[src/rtl/word_unpacker.sv]
// Serialises one packed word of N elements (W bits each) into single-element beats,
// lowest index first, with a valid/ready handshake on both sides.
module word_unpacker #(
    parameter int unsigned N = 10,
    parameter int unsigned W = 10
) (
    input  logic                                 i_clk,
    input  logic                                 i_rst,
    input  logic                                 i_valid,
    output logic                                 o_ready,
    input  logic [N*W-1:0]                       i_data,
    output logic                                 o_valid,
    input  logic                                 i_ready,
    output logic [W-1:0]                         o_data,
    output logic [((N > 1) ? $clog2(N) : 1)-1:0] o_index,
    output logic                                 o_last
);

    localparam int unsigned IW = (N > 1) ? $clog2(N) : 1;
    localparam logic [IW-1:0] LAST_IDX = IW'(N - 1);

    typedef enum logic [0:0] {
        ST_IDLE,
        ST_SEND
    } state_t;

    state_t        r_state;
    state_t        w_next_state;
    logic [IW-1:0] r_index;
    logic [IW-1:0] w_next_index;
    logic [W-1:0]  r_elem [N];
    logic [W-1:0]  w_elem;
    logic          w_load;
    logic          w_valid;
    logic          w_last;
    logic          w_ready;

    always_ff @(posedge i_clk) begin
        if (i_rst) begin
            r_state <= ST_IDLE;
            r_index <= '0;
            for (int unsigned k = 0; k < N; k++) begin
                r_elem[k] <= '0;
            end
        end else begin
            r_state <= w_next_state;
            r_index <= w_next_index;
            if (w_load) begin
                for (int unsigned k = 0; k < N; k++) begin
                    r_elem[k] <= i_data[k*W +: W];
                end
            end
        end
    end

    always_comb begin
        w_elem = '0;
        for (int unsigned k = 0; k < N; k++) begin
            if (r_index == IW'(k)) begin
                w_elem = r_elem[k];
            end
        end
    end

    // In SEND, accepting the last beat frees the register that same cycle,
    // so o_ready follows i_ready combinationally to avoid an idle bubble.
    always_comb begin
        w_valid = (r_state == ST_SEND);
        w_last  = w_valid && (r_index == LAST_IDX);
        w_ready = (r_state == ST_IDLE) || (w_last && i_ready);
    end

    always_comb begin
        w_next_state = r_state;
        w_next_index = r_index;
        w_load       = 1'b0;
        case (r_state)
            ST_IDLE: begin
                if (i_valid) begin
                    w_load       = 1'b1;
                    w_next_index = '0;
                    w_next_state = ST_SEND;
                end
            end
            ST_SEND: begin
                if (i_ready) begin
                    if (!w_last) begin
                        w_next_index = r_index + 1'b1;
                    end else if (i_valid) begin
                        w_load       = 1'b1;
                        w_next_index = '0;
                    end else begin
                        w_next_state = ST_IDLE;
                    end
                end
            end
            default: begin
                w_next_state = ST_IDLE;
                w_next_index = '0;
            end
        endcase
    end

    assign o_valid = w_valid;
    assign o_ready = w_ready;
    assign o_last  = w_last;
    assign o_index = r_index;
    assign o_data  = w_elem;

endmodule

[config.mk]
export PLATFORM = sky130hd
export DESIGN_NAME = word_unpacker
export DESIGN_NICKNAME = d
export VERILOG_FILES = /design/src/rtl/word_unpacker.sv
export SDC_FILE = /design/constraint.sdc
export NUM_CORES = 1
export LEC_CHECK = 0
export CORE_MARGIN = 4
export CORE_UTILIZATION = 34
export DETAILED_ROUTE_END_ITERATION = 10
export HOLD_SLACK_MARGIN = 0.15
export PLACE_DENSITY = 0.63
export SYNTH_ARGS = -nofsm -noshare
export SYNTH_HDL_FRONTEND = slang
export SYNTH_SLANG_ARGS = --single-unit
[constraint.sdc]
create_clock -name i_clk -period 7.1 [get_ports i_clk]
set_input_delay 1.42 -clock i_clk [delete_from_list [all_inputs] [get_ports i_clk]]
set_output_delay 1.42 -clock i_clk [all_outputs]
set_load 0.01 [all_outputs]
# [After elaboration in Yosys (flattened, before gate mapping)]
# Memories as Yosys holds them, arrays and structs flattened.
# Cells that the tools add are included.
[op_classes] addsub=1 n_eq_ne=10 muxes=36 bitwise=11 reduce_logical=4
[op_table] cell="$mux 10" count=20
[op_table] cell="$eq 4x3->1 const B" count=4
[op_table] cell="$mux 4" count=3
[op_table] cell="$mux 1" count=10
[op_table] cell="$or 1x1->1" count=10
[op_table] cell="$eq 4x2->1 const B" count=2
[op_table] cell="$eq 4x4->1 const B" count=2
[op_table] cell="$pmux 4 s2" count=1
[op_table] cell="$add 4x1->4 const B" count=1
[op_table] cell="$eq 4x1->1 const B" count=1
[op_table] cell="$logic_not 4->1" count=1
[op_table] cell="$pmux 1 s2" count=2
[op_table] cell="$logic_and 1x1->1" count=2
[op_table] cell="$ne 2x2->1 const B" count=1
[op_table] cell="$logic_or 1x1->1" count=1
[op_table] cell="$not 1->1" count=1
[totals] ff_bits=5 mem_bits_rw=100 in_bits=104 out_inout_bits=17 word_cells=65 mem_count=1
[memory_table] memory="r_elem" depth=10 width=10 rd=10 rd_clocked_by_memory_dff=0 write_ports=10 line_no="31" rtl="logic [W-1:0] r_elem [N];"

# [Longest topological paths before layout]
[logic_depth] ltp_word=11 depth_mapped=9 ltp_nobuf=6

# [Worst setup path after synthesis]
# Ideal clock, no wire load.
[synth_timing] path_kind="input to register" start="input port i_rst" end="memory r_elem[0][0] (enable)" setup_ns=0.476 t_arrival_ns=4.158 required_ns=6.624 slack_ns=2.466 stages=2 n_path_buf=1 path_cell_list="clkbuf_1 > nand2b_1"
[synth_rtl] item="from (decl)" line_no="8" rtl="input logic i_rst,"
[synth_rtl] item="to (decl)" line_no="31"

# [Worst setup path in the final report]
[layout_timing] start="register r_index[1] (netlist: o_index[1])" end="output port o_data[7]"
[layout_between] elab_chain_len=11 elab_cells_between_ends=20 classes_between="eq/ne: 9; mux: 10; reduce/logical: 1"
[layout_lines] item="from (decl)" line_no="29" rtl="logic [IW-1:0] r_index;"
[layout_lines] item="from (signal assigned)" line_no="47" rtl="r_index <= w_next_index;"
[layout_lines] item="$logic_not 4->1" line_no="59" rtl="if (r_index == IW'(k)) begin"
[layout_lines] item="$mux 10 (9 in series)" line_no="59"
[layout_lines] item="$mux 10 *" line_no="59"
[layout_lines] item="to (decl)" line_no="14" rtl="output logic [W-1:0] o_data,"
# Every way passes the cells marked *; elsewhere a longest branch is shown, timed or not.

==> summary.txt <==
Finish
  – Area Overhead vs Synth: 32.51%
  – Fin util: 46.67%
  – Antenna cells: 0
  – Share of cells above drive strength 1: 4.247%
  – Nets: 621
  – Post-route cell area: 6579 sq um

Clock tree
  – CTS Buf Count: 9
  – Clock-pin slew on the worst setup and hold paths: 0.07 ns
  – Clk_lat worst skew: 0.35 ns
  – CTS tree: yes
  – Root Buffer: clkbuf_16
  – Hold-fix buffers, CTS: 0
  – Max Root-Sink Buffers: 2
  – Total setup buffers inserted after CTS: 0
  – Post-CTS sizing: 0
  – Clock sink count: 105
  – Depth of the CTS H-tree: 3

Detailed routing
  – Vias per cell: 5.135
  – Number of routed nets with antenna violations: 0
  – Via count: 3584
  – Final wirelength: 13030 microns
  – DRC viols: 0
  – TritonRoute pass-1 iters: 5
  – 1st-iter DRT viols: 454
  – WL per Instance: 18.67 microns

Yosys
  – Top post-synthesis cells by area: edfxtp_1 (60%), and2_1 (13%), a22oi_1 (2.3%)
  – Syn_nets: 519
  – Synth Area in Compound Gates: 14.39%
  – Simple-gate share of the synthesized area: 18.85%
  – Synthesized area per cell: 12.08 sq um
  – Register area share after synthesis: 62.50%
  – Cell Area, Synth: 4965 sq um
  – Unique masters post-synth: 42
  – Synth top area share: 60.48%
  – Synth Instances: 411
  – Xor/xnor share of the synthesized area: 0%
  – EDFF count, synth: 100
  – Largest area contributor in the netlist: edfxtp_1
  – Asr flop ratio synth: 0%
  – Multiplexer area fraction after synthesis: 0%
  – Synth Area in Adders: 1.008%
  – Top post-synthesis cells by count: and2_1 (101), edfxtp_1 (100), a21oi_1 (21)
  – Main combinational cell family by area after synthesis: simple AND/OR/NAND/NOR gates
  – Synth Register Bits: 105
  – Synth Warn #: 0
  – Ys flop type: edfxtp_1
  – Count leader, synth: and2_1

Timing
  – Clk_skew: 0.007687 ns
  – Final Max Slew Viols: 0
  – RSZ-0062 raised after global routing: false
  – Sum Neg Setup Slack: 0 ns
  – Fmax: 0.1927 GHz
  – Slew at the pin with the worst max-slew slack: 1.078 ns
  – Final setup vio count: 0
  – Final min period: 5.189 ns
  – Fin crit share: 73.08%
  – Max_slew headroom: 28.00%
  – Final number of hold-violating endpoints: 0

Floorplan
  – Row cnt: 43
  – Initial Util: 35.22%
  – Die Wd: 128.8 microns
  – Die area: 16600 sq um
  – Placeable Area: 14100 sq um
  – Die height: 128.8 microns
  – # IOs: 121

Place
  – Placed Area: 6282 sq um
  – RePlAce Congestion: 0.8964
  – Dpl hpwl: 9306 microns
  – PortBufs: 120

Global routing
  – Gr ovfl total: 0
  – Global Route Usage Sum: 15.31%
  – Wire length of the first global-routing pass: 19250 microns
  – Vias in the first global route: 3703
  – Largest net degree at the start of global routing: 65
  – Antenna violations before repair: 0

Setup path
  – Top delay family on crit path: simple AND/OR/NAND/NOR gates
  – Worst setup EP type: output pin
  – Worst-path cell chain: inv_1, ha_1, nor2b_1, and3_1, a22oi_1, o31ai_1, clkdlybuf4s50_1
  – Crit Path Class: reg2out
  – Critical Path RT: 5.68 ns
  – WP buf/inv: 2
  – Largest fanout on the critical path: 20
  – CP max stage delay: 0.95 ns
  – CP max stage cell: nor2b_1
  – Data arrival, critical path: 3.77 ns
  – Critical path launch point type: flop

Status
  – Outcome: completed

Pwr
  – Worst vdd ir: 109.9 uV
  – Power Density: 210.5 nW/um^2
  – Power, Total: 1.385 mW
  – Static Leak: 2.444 nW

Flow run
  – Max Cap Violations: 0

Min path
  – Worst min path class: reg2reg
==> worst min-delay path: cells and delay by family, from the launching register on <==
kind / cells / cell delay, ns
AOI/OAI and AO/OA: 1 / 0.06
and+or+nand+nor: 1 / 0.09
DFF: 1 / 0.37
==> placed cells by master, fill, tap and decap left out, drive strengths merged, types with 2 or more instances in the layout <==
cell             n
clkdlybuf4s50  120
and2           101
o21ai           13
nand3            2
o31ai           11
a2bb2oi          7
ha               4
nor4bb           2
nand2b           4
clkbuf           9
nor3             7
edfxtp         100
o22ai            9
o21a             8
and3             3
dfxtp            5
nor3b            2
nor2            18
buf              3
a221oi          10
a21oi           21
clkinv           4
inv              9
a22oi           15
nand2           16
==> path summary, 6_finish.rpt <==
path / slack, ns / startpoint / to / cells past startpoint
setup / recovery: 1.91 / o_index[1] / o_data[7] / 7
hold / removal: 0.56 / o_index[1] / o_index[1] / 2
setup reg to reg: 3.59 / o_index[1] / r_elem[1][0] / 7
hold reg to reg: 0.56 / o_index[1] / o_index[1] / 2
==> area by class of cell <==
type | instances | area [sq um]
clock buffers | 9 | 225.2
clock inverters | 7 | 71.32
fillers | 1290 | 7517
inverters | 6 | 22.52
multi-input cells | 268 | 1708
flip-flops and latches | 105 | 3103
well taps | 180 | 225.2
repair buffers | 123 | 1224
==> cells by family (layout without fill, tap and decap cells) <==
kind of cell | count (synthesis) | count (layout)
buffers and inverters | 38 | 145
AOI/OAI and AO/OA | 103 | 103
adders and majority gates | 4 | 4
and+or+nand+nor | 161 | 161
DFF | 105 | 105
==> metal layers <==
| metal | global-route usage [%] | vias up | wire length, microns |
|---|---|---|---|
| met5 | 0 | - | 0 |
| met4 | 7.041 | 0 | 465 |
| met3 | 3.155 | 34 | 1007 |
| met2 | 23.54 | 180 | 5985 |
| met1 | 20.85 | 1659 | 5572 |
| li1 | - | 1711 | - |
==> flip-flops by register name, summed over array words and instances (netlist names) <==
register,flops
o_index,4
r_elem,100
o_valid,1
==> through the flow <==
step                hold WS [ns]  cells  setup WS (ns)
floorplan                 0.5293    411          2.466
global placement          0.5017    682          2.639
detailed placement        0.5424    682          2.391
CTS                       0.5520    698          2.007
global route              0.5737    698          1.827
finish                    0.5624    698          1.911
==> power breakdown <==
group          total (mW)  internal (mW)  switching [mW]
Combinational       0.154         0.0901          0.0637
Clock               0.483          0.247           0.236
Sequential          0.748          0.727          0.0205
Total                1.38           1.06           0.320
Note: power is estimated with default switching activity, not from simulation.
